## config.mk

```make
export PLATFORM = sky130hd
export DESIGN_NAME = data_cache_wb_flat
export DESIGN_NICKNAME = d
export VERILOG_FILES = /design/src/rtl/data_cache_pkg.sv /design/src/rtl/data_cache_wb_if.sv /design/src/rtl/cache_line_store.sv /design/src/rtl/data_cache_wb.sv /design/src/flat_wrapper.sv
export SDC_FILE = /design/constraint.sdc
export NUM_CORES = 2
export LEC_CHECK = 0
export ABC_CLOCK_PERIOD_IN_PS = 14200
export BUFFER_PORTS_ARGS = -buffer_cell sky130_fd_sc_hd__clkbuf_2
export CORE_UTILIZATION = 40
export DETAILED_ROUTE_END_ITERATION = 8
export GPL_TIMING_DRIVEN = 0
export PLACE_DENSITY = 0.6
export RECOVER_POWER = 25
export REMOVE_ABC_BUFFERS = 1
export SYNTH_ARGS = -nofsm -noshare
export SYNTH_HDL_FRONTEND = slang
export SYNTH_HIERARCHICAL = 1
export SYNTH_SLANG_ARGS = --single-unit
```

## constraint.sdc

```tcl
create_clock -name clk -period 14.2 [get_ports clk]
set_clock_uncertainty 0.15 [all_clocks]
set_input_delay 1.42 -clock clk [delete_from_list [all_inputs] [get_ports clk]]
set_output_delay 1.42 -clock clk [all_outputs]
set_load 0.02 [all_outputs]
```

## src/rtl/data_cache_pkg.sv

```systemverilog
// data_cache_pkg: shared FSM encoding and address-geometry helpers for the data cache
package data_cache_pkg;
  typedef enum logic [1:0] {IDLE, WRITEBACK, REFILL, RESUME} state_e;
  function automatic int off_w(input int line_words);
    return $clog2(line_words);
  endfunction
  function automatic int idx_w(input int sets);
    return $clog2(sets);
  endfunction
  function automatic int tag_w(input int addr_w, input int sets, input int line_words);
    return addr_w - idx_w(sets) - off_w(line_words) - 2;
  endfunction
  function automatic int cnt_w(input int line_words);
    return line_words > 1 ? off_w(line_words) : 1;
  endfunction
endpackage

```

## src/rtl/data_cache_wb_if.sv

```systemverilog
// data_cache_wb_if: CPU-side and memory-side buses of the data cache
interface data_cache_wb_if #(parameter int ADDR_W = 32, parameter int DATA_W = 32);
  logic [ADDR_W-1:0] cpu_addr;
  logic [DATA_W-1:0] cpu_wdata;
  logic              cpu_read;
  logic              cpu_write;
  logic [DATA_W-1:0] cpu_rdata;
  logic              cpu_stall;
  logic [ADDR_W-1:0] mem_addr;
  logic [DATA_W-1:0] mem_wdata;
  logic              mem_read;
  logic              mem_write;
  logic [DATA_W-1:0] mem_rdata;
  logic              mem_ready;
  modport slave (
    input  cpu_addr, cpu_wdata, cpu_read, cpu_write, mem_rdata, mem_ready,
    output cpu_rdata, cpu_stall, mem_addr, mem_wdata, mem_read, mem_write
  );
  modport master (
    output cpu_addr, cpu_wdata, cpu_read, cpu_write, mem_rdata, mem_ready,
    input  cpu_rdata, cpu_stall, mem_addr, mem_wdata, mem_read, mem_write
  );
endinterface

```

## src/rtl/cache_line_store.sv

```systemverilog
// cache_line_store: tag/valid/dirty/data arrays with async read and per-word sync write
module cache_line_store
  import data_cache_pkg::*;
#(
  parameter int SETS       = 16,
  parameter int LINE_WORDS = 4,
  parameter int DATA_W     = 32,
  parameter int TAG_W      = 26,
  parameter int IDX_W      = 4,
  parameter int CW         = 2
) (
  input  logic              clk,
  input  logic              rst,
  input  logic [IDX_W-1:0]  r_idx,
  input  logic [CW-1:0]     r_off,
  output logic              r_valid,
  output logic              r_dirty,
  output logic [TAG_W-1:0]  r_tag,
  output logic [DATA_W-1:0] r_data,
  input  logic [IDX_W-1:0]  w_idx,
  input  logic [CW-1:0]     w_off,
  input  logic              w_en,
  input  logic              w_dirty,
  input  logic [DATA_W-1:0] w_data,
  input  logic              fill,
  input  logic [TAG_W-1:0]  fill_tag
);
  logic [SETS-1:0]   valid_q, valid_d, dirty_q, dirty_d;
  logic [TAG_W-1:0]  tag_q [SETS];
  logic [DATA_W-1:0] data_q [SETS][LINE_WORDS];
  assign r_valid = valid_q[r_idx];
  assign r_dirty = dirty_q[r_idx];
  assign r_tag   = tag_q[r_idx];
  assign r_data  = data_q[r_idx][r_off];
  // a store marks its line dirty; a completed refill validates the line as clean
  always_comb begin
    valid_d = valid_q;
    dirty_d = dirty_q;
    if (w_en && w_dirty) dirty_d[w_idx] = 1'b1;
    if (fill) begin
      valid_d[w_idx] = 1'b1;
      dirty_d[w_idx] = 1'b0;
    end
  end
  // line status bits; only these need clearing on reset
  always_ff @(posedge clk or negedge rst) begin
    if (!rst) begin
      valid_q <= '0;
      dirty_q <= '0;
    end else begin
      valid_q <= valid_d;
      dirty_q <= dirty_d;
    end
  end
  // tag and data arrays hold garbage until a line is filled
  always_ff @(posedge clk) begin
    if (w_en) data_q[w_idx][w_off] <= w_data;
    if (fill) tag_q[w_idx] <= fill_tag;
  end
endmodule

```

## src/rtl/data_cache_wb.sv

```systemverilog
// data_cache_wb: direct-mapped write-back write-allocate data cache with per-word memory handshake
module data_cache_wb
  import data_cache_pkg::*;
#(
  parameter int ADDR_W     = 32,
  parameter int DATA_W     = 32,
  parameter int SETS       = 16,
  parameter int LINE_WORDS = 4
) (
  input logic             clk,
  input logic             rst,
  data_cache_wb_if.slave  bus
);
  localparam int OFF_W = off_w(LINE_WORDS);
  localparam int IDX_W = idx_w(SETS);
  localparam int TAG_W = tag_w(ADDR_W, SETS, LINE_WORDS);
  localparam int CW    = cnt_w(LINE_WORDS);
  state_e            state_q, state_d;
  logic [CW-1:0]     k_q, k_d;
  logic [TAG_W-1:0]  vtag_q, vtag_d;
  logic [IDX_W-1:0]  vidx_q, vidx_d;
  logic [TAG_W-1:0]  req_tag, r_tag;
  logic [IDX_W-1:0]  req_idx, r_idx;
  logic [CW-1:0]     req_off, r_off, w_off;
  logic              r_valid, r_dirty, w_en, w_dirty, fill, hit, last, is_rd, is_wr;
  logic [DATA_W-1:0] r_data, w_data;
  function automatic logic [ADDR_W-1:0] line_addr(input logic [TAG_W-1:0] t, input logic [IDX_W-1:0] i,
                                                  input logic [CW-1:0] k);
    return (ADDR_W'(t) << (IDX_W + OFF_W + 2)) | (ADDR_W'(i) << (OFF_W + 2)) | (ADDR_W'(k) << 2);
  endfunction
  assign req_idx = IDX_W'(bus.cpu_addr >> (OFF_W + 2));
  assign req_tag = TAG_W'(bus.cpu_addr >> (OFF_W + IDX_W + 2));
  assign req_off = LINE_WORDS > 1 ? CW'(bus.cpu_addr >> 2) : '0;
  assign is_wr   = bus.cpu_write;
  assign is_rd   = bus.cpu_read && !bus.cpu_write;
  assign hit     = r_valid && r_tag == req_tag;
  assign last    = k_q == CW'(LINE_WORDS - 1);
  // the store is read at the victim line while writing back, otherwise at the requested word
  always_comb begin
    r_idx = state_q == WRITEBACK ? vidx_q : req_idx;
    r_off = state_q == IDLE ? req_off : k_q;
  end
  cache_line_store #(
    .SETS(SETS), .LINE_WORDS(LINE_WORDS), .DATA_W(DATA_W), .TAG_W(TAG_W), .IDX_W(IDX_W), .CW(CW)
  ) u_store (
    .clk(clk), .rst(rst), .r_idx(r_idx), .r_off(r_off), .r_valid(r_valid), .r_dirty(r_dirty),
    .r_tag(r_tag), .r_data(r_data), .w_idx(req_idx), .w_off(w_off), .w_en(w_en), .w_dirty(w_dirty),
    .w_data(w_data), .fill(fill), .fill_tag(req_tag)
  );
  // lookup, miss handling and the word-by-word writeback/refill sequence
  always_comb begin
    state_d       = state_q;
    k_d           = k_q;
    vtag_d        = vtag_q;
    vidx_d        = vidx_q;
    w_en          = 1'b0;
    w_dirty       = 1'b0;
    w_off         = req_off;
    w_data        = bus.cpu_wdata;
    fill          = 1'b0;
    bus.cpu_stall = 1'b0;
    bus.cpu_rdata = '0;
    bus.mem_read  = 1'b0;
    bus.mem_write = 1'b0;
    bus.mem_addr  = '0;
    bus.mem_wdata = '0;
    case (state_q)
      IDLE: if (is_rd || is_wr) begin
        if (hit) begin
          w_en          = is_wr;
          w_dirty       = is_wr;
          bus.cpu_rdata = is_rd ? r_data : '0;
        end else begin
          bus.cpu_stall = 1'b1;
          vtag_d        = r_tag;
          vidx_d        = req_idx;
          state_d       = r_valid && r_dirty ? WRITEBACK : REFILL;
        end
      end
      WRITEBACK: begin
        bus.cpu_stall = 1'b1;
        bus.mem_write = 1'b1;
        bus.mem_addr  = line_addr(vtag_q, vidx_q, k_q);
        bus.mem_wdata = r_data;
        if (bus.mem_ready) begin
          k_d     = last ? '0 : k_q + 1'b1;
          state_d = last ? REFILL : WRITEBACK;
        end
      end
      REFILL: begin
        bus.cpu_stall = 1'b1;
        bus.mem_read  = 1'b1;
        bus.mem_addr  = line_addr(req_tag, req_idx, k_q);
        w_off         = k_q;
        w_data        = bus.mem_rdata;
        if (bus.mem_ready) begin
          w_en    = 1'b1;
          fill    = last;
          k_d     = last ? '0 : k_q + 1'b1;
          state_d = last ? RESUME : REFILL;
        end
      end
      default: begin
        bus.cpu_stall = 1'b1;
        state_d       = IDLE;
      end
    endcase
    if (!rst) bus.cpu_stall = 1'b0;
  end
  // FSM state, word counter and latched victim address
  always_ff @(posedge clk or negedge rst) begin
    if (!rst) begin
      state_q <= IDLE;
      k_q     <= '0;
      vtag_q  <= '0;
      vidx_q  <= '0;
    end else begin
      state_q <= state_d;
      k_q     <= k_d;
      vtag_q  <= vtag_d;
      vidx_q  <= vidx_d;
    end
  end
endmodule

```

## src/flat_wrapper.sv

```systemverilog
// flat-port wrapper written by rule: the top's interface ports become plain ports
module data_cache_wb_flat import data_cache_pkg::*;
#(
  parameter int ADDR_W     = 32,
  parameter int DATA_W     = 32,
  parameter int SETS       = 16,
  parameter int LINE_WORDS = 4
)
  (clk, rst, bus_cpu_addr, bus_cpu_wdata, bus_cpu_read, bus_cpu_write, bus_mem_rdata, bus_mem_ready, bus_cpu_rdata, bus_cpu_stall, bus_mem_addr, bus_mem_wdata, bus_mem_read, bus_mem_write);
  data_cache_wb_if #(.ADDR_W(ADDR_W), .DATA_W(DATA_W)) bus_i ();
  input logic clk;
  input logic rst;
  input wire logic [$bits(bus_i.cpu_addr)-1:0] bus_cpu_addr;
  input wire logic [$bits(bus_i.cpu_wdata)-1:0] bus_cpu_wdata;
  input wire logic [$bits(bus_i.cpu_read)-1:0] bus_cpu_read;
  input wire logic [$bits(bus_i.cpu_write)-1:0] bus_cpu_write;
  input wire logic [$bits(bus_i.mem_rdata)-1:0] bus_mem_rdata;
  input wire logic [$bits(bus_i.mem_ready)-1:0] bus_mem_ready;
  output wire logic [$bits(bus_i.cpu_rdata)-1:0] bus_cpu_rdata;
  output wire logic [$bits(bus_i.cpu_stall)-1:0] bus_cpu_stall;
  output wire logic [$bits(bus_i.mem_addr)-1:0] bus_mem_addr;
  output wire logic [$bits(bus_i.mem_wdata)-1:0] bus_mem_wdata;
  output wire logic [$bits(bus_i.mem_read)-1:0] bus_mem_read;
  output wire logic [$bits(bus_i.mem_write)-1:0] bus_mem_write;
  assign bus_i.cpu_addr = bus_cpu_addr;
  assign bus_i.cpu_wdata = bus_cpu_wdata;
  assign bus_i.cpu_read = bus_cpu_read;
  assign bus_i.cpu_write = bus_cpu_write;
  assign bus_i.mem_rdata = bus_mem_rdata;
  assign bus_i.mem_ready = bus_mem_ready;
  assign bus_cpu_rdata = bus_i.cpu_rdata;
  assign bus_cpu_stall = bus_i.cpu_stall;
  assign bus_mem_addr = bus_i.mem_addr;
  assign bus_mem_wdata = bus_i.mem_wdata;
  assign bus_mem_read = bus_i.mem_read;
  assign bus_mem_write = bus_i.mem_write;
  data_cache_wb #(.ADDR_W(ADDR_W), .DATA_W(DATA_W), .SETS(SETS), .LINE_WORDS(LINE_WORDS)) u_core (.clk(clk), .rst(rst), .bus(bus_i));
endmodule
```

==> run summary <==
### Outcome
* **run status** finished with violations
* **failing checks** max-capacitance violations, max-slew violations

### Clock tree
* **TritonCTS clock tree** done
* **clock-pin transition on the worst setup and hold timing paths** 0.06 ns
* **Clk Latency, worst-skew pair** 0.87 ns
* **hold buffers post-CTS** 0
* **number of H-tree levels** 4
* **CTS-repair resized insts** 0
* **Root Buffer** clkbuf_16
* **clock buffer count from CTS** 235
* **total clock sinks** 2,496
* **maximum root-to-sink buffer count** 3
* **number of setup buffers added after CTS** 0

### STA
* **setup TNS** 0 ns
* **normalized max-slew margin** -1.221
* **clock period minus final worst setup slack** 8.422 ns
* **Slew @ Worst Pin** 3.331 ns
* **final worst-path cycle share** 0.5931
* **RSZ-0062 raised after global routing** false
* **Pins Over Slew Limit** 1,409
* **Hold Violations, Final** 0
* **FMAX** 118.7 MHz
* **setup-violating endpoint count in the final report** 0
* **final worst setup slack** 5.778 ns

### Yosys
* **post-synthesis async set-or-reset flop share** 0.02564
* **adder-cell share of the synthesized area** 0.0006444
* **flop and latch count out of synthesis** 2,496
* **combinational family with the most area after synthesis** multiplexers
* **proportion of synthesized area in mux cells** 0.1724
* **sequential area share after synthesis** 0.7687
* **cell types with the largest area share after synthesis** edfxtp_1 (75%), mux4_2 (15%), dfrtp_1 (1.6%)
* **cell accounting for the most synthesized area** edfxtp_1
* **complex-gate fraction of the synthesized area** 0.02014
* **top-area cell type share of the netlist area** 0.7522
* **Post-Syn Area per Cell** 22.26 µm²
* **post-synthesis cell count** 4,362
* **parity-gate share of the synthesized area counting xor and xnor cells** 0.002165
* **Distinct cells, synth** 47
* **number of warning messages in the yosys log** 6
* **number of enable-type register cells in the synthesized netlist** 2,432
* **post-synthesis share of cell area spent on and, or, nand and nor gates** 0.02170
* **main flop type after synthesis** edfxtp_1
* **Post-Syn Area** 0.09709 mm²

### Pwr
* **static leakage** 35.84 nW
* **maximum vdd drop** 0.0001966 V
* **power consumption** 18.81 mW
* **P per Cell Area** 166.3 mW/mm²

### Critical path
* **peak per-stage delay on the critical path** 0.52 ns
* **number of buffers and inverters on the critical path** 8
* **critical path's slowest cell** mux4_2
* **critical setup path kind** flop to output pin
* **crit path max fanout** 49
* **Setup crit start kind** flop
* **data arrival time at the worst-slack endpoint** 6.85 ns
* **delay-heaviest family, CP** buffers and inverters
* **ordered list of cells on the worst path** inv_1 -> ha_4 -> buf_16 -> nand2_1 -> o21ai_4 -> buf_12 -> buf_12 -> buf_12 -> mux4_2 -> mux4_2 -> xnor2_1 -> nand4_1 -> nor4_2 -> nand4_1 -> nor3b_4 -> buf_16 -> buf_16 -> and2_1 -> clkbuf_2
* **CP endpoint kind** output pin
* **required time of the critical path** 12.63 ns

### Layout
* **most common library cell in the layout ignoring fill and taps** edfxtp_1
* **net total in the final layout** 4,848
* **top library cells by usage in the layout, fill and taps aside** edfxtp_1 (2,432), mux4_2 (647), clkbuf_16 (237), clkbuf_2 (170), buf_12 (137)
* **Non-Filler Instances** 8,135
* **Area Growth Syn to Fin** 16.48%
* **fraction of final layout cells sized beyond drive strength 1** 0.3029
* **post-layout utilization of the core** 0.4693

### Place
* **Worst Setup Slack post-DPL** 5.443 ns
* **Routability Congestion** 0.7575
* **DP Cell Count** 7,687
* **buffers added on ports** 195
* **post-detailed-placement half-perimeter wirelength** 153,500 µm

### Global route
* **initial antenna violation count** 17
* **global-route wire length before repair** 354,300 µm
* **global route total overflow** 0
* **overall fraction of global-route tracks in use** 0.2048
* **number of global-route vias before repair** 47,749
* **pin count of the biggest net entering global routing** 65

### Routing
* **via count normalized by instance count** 5.762
* **number of vias after detailed routing** 46,870
* **drc violations** 0
* **total iterations of the first detailed-routing run** 5
* **Starting DRT DRC Count** 5,138
* **post-detailed-route wirelength per cell** 30.68 µm
* **final wirelength** 249,600 µm
* **antenna violation net count after detailed routing** 0

### Floorplan
* **effective utilization at floorplan** 0.4029
* **Site Rows** 180
* **placeable core region** 0.2410 mm²
* **vertical extent of the die** 494.7 µm
* **die width** 494.7 µm
* **die area** 0.2447 mm²
* **IO Count** 200

### Job
* **number of maximum-capacitance constraint violations** 26

### Hold path
* **min-delay worst type** flop to flop

-- worst reg2reg max path, cell delays in order (launching register included) --
cell	delay, ns
dfrtp_1	0.41
inv_1	0.13
ha_4	0.37
buf_16	0.36
nand2_1	0.21
o21ai_4	0.33
buf_12	0.28
buf_12	0.23
buf_12	0.22
mux4_2	0.53
mux4_2	0.51
xnor2_1	0.21
nand4_1	0.25
nor4_2	0.45
nand4_1	0.27
nor2_1	0.26
a21o_1	0.32
nand3b_1	0.64
buf_8	0.41
nor2_4	0.70
buf_12	0.30
-- worst paths after layout --
check,startpoint,end,slack [ns],depth (start not counted)
max,u_core/state_q[1]$_DFFE_PN0P_,bus_cpu_rdata[9],5.78,19
min,u_core/u_store/valid_q[11]$_DFFE_PN0P_,u_core/u_store/valid_q[11]$_DFFE_PN0P_,0.31,1
max reg2reg,u_core/state_q[1]$_DFFE_PN0P_,u_core/u_store/data_q[8][87]$_DFFE_PP_,6.30,20
min reg2reg,u_core/u_store/valid_q[11]$_DFFE_PN0P_,u_core/u_store/valid_q[11]$_DFFE_PN0P_,0.31,1
max in group asynchronous,rst,async pin,9.71,2
min in group asynchronous,rst,u_core/vtag_q[3]$_DFFE_PN0P_,0.51,1
-- cell usage after synthesis (13+ instances only) --
| library cell | n |
|---|---|
| edfxtp_1 | 2432 |
| mux4_2 | 647 |
| nor2_1 | 144 |
| mux2i_1 | 130 |
| clkbuf_1 | 97 |
| and2_1 | 77 |
| o21ai_0 | 76 |
| buf_2 | 71 |
| dfrtp_1 | 64 |
| a21oi_1 | 59 |
| a221oi_1 | 57 |
| nand2_1 | 51 |
| mux2_2 | 50 |
| nor2b_1 | 42 |
| buf_4 | 37 |
| o22ai_1 | 34 |
| a22oi_1 | 30 |
| nor3_1 | 29 |
| buf_1 | 28 |
| xnor2_1 | 21 |
| mux2_4 | 20 |
| buf_6 | 18 |
| or2_2 | 18 |
| o221ai_1 | 17 |
| and3_1 | 15 |
| inv_1 | 15 |
| nand2b_1 | 13 |
-- area by class of cell --
class / instances / area, µm²
Antenna cell: 8 / 20.02
Clock buffer: 296 / 6162
Clock inverter: 141 / 1226
Fill cell: 19648 / 127900
Inverter: 15 / 56.30
Multi-Input combinational cell: 1597 / 21690
Sequential cell: 2496 / 74630
Tap cell: 3185 / 3985
Timing Repair Buffer: 397 / 5315
-- power breakdown --
group / switching (mW) / internal (mW)
Combinational: 2.55 / 1.27
Clock: 2.73 / 3.34
Sequential: 0.0593 / 8.86
Total: 5.33 / 13.5
-- registers in the layout, summed over array words and instances, names as in the netlist, named ones only --
register,flops
u_core/k_q,2
u_core/u_store/valid_q,16
u_core/u_store/dirty_q,1
u_core/u_store/data_q,2048
u_core/state_q,2
u_core/u_store/tag_q,384
u_core/vtag_q,24
u_core/vidx_q,4
-- metal layers --
| metal | track usage | wire length [µm] |
|---|---|---|
| met5 | 0 | 44 |
| met4 | 0.06464 | 7371 |
| met3 | 0.03563 | 17930 |
| met2 | 0.3345 | 122700 |
| met1 | 0.2802 | 101500 |
-- kinds of logic (layout without fill, tap and decap cells) --
kind of cell    after synthesis  count (layout)
flops                      2496            2496
mux                         847             847
simple gates                418             418
compound gates              301             301
buf+inv                     270             849
xor+xnor                     24              24
fa+ha+maj                     5               5
other cells                   1              10
-- per-stage QoR --
| step | hold WS [ns] | instance area [µm²] |
|---|---|---|
| after floorplan | 0.2837 | 95770 |
| after global placement | 0.2959 | 100700 |
| after global routing | 0.3182 | 113100 |
| after detailed placement | 0.2984 | 105700 |
| final | 0.3145 | 113100 |
| after CTS | 0.2070 | 113100 |
Note: power is estimated with default switching activity, not from simulation.
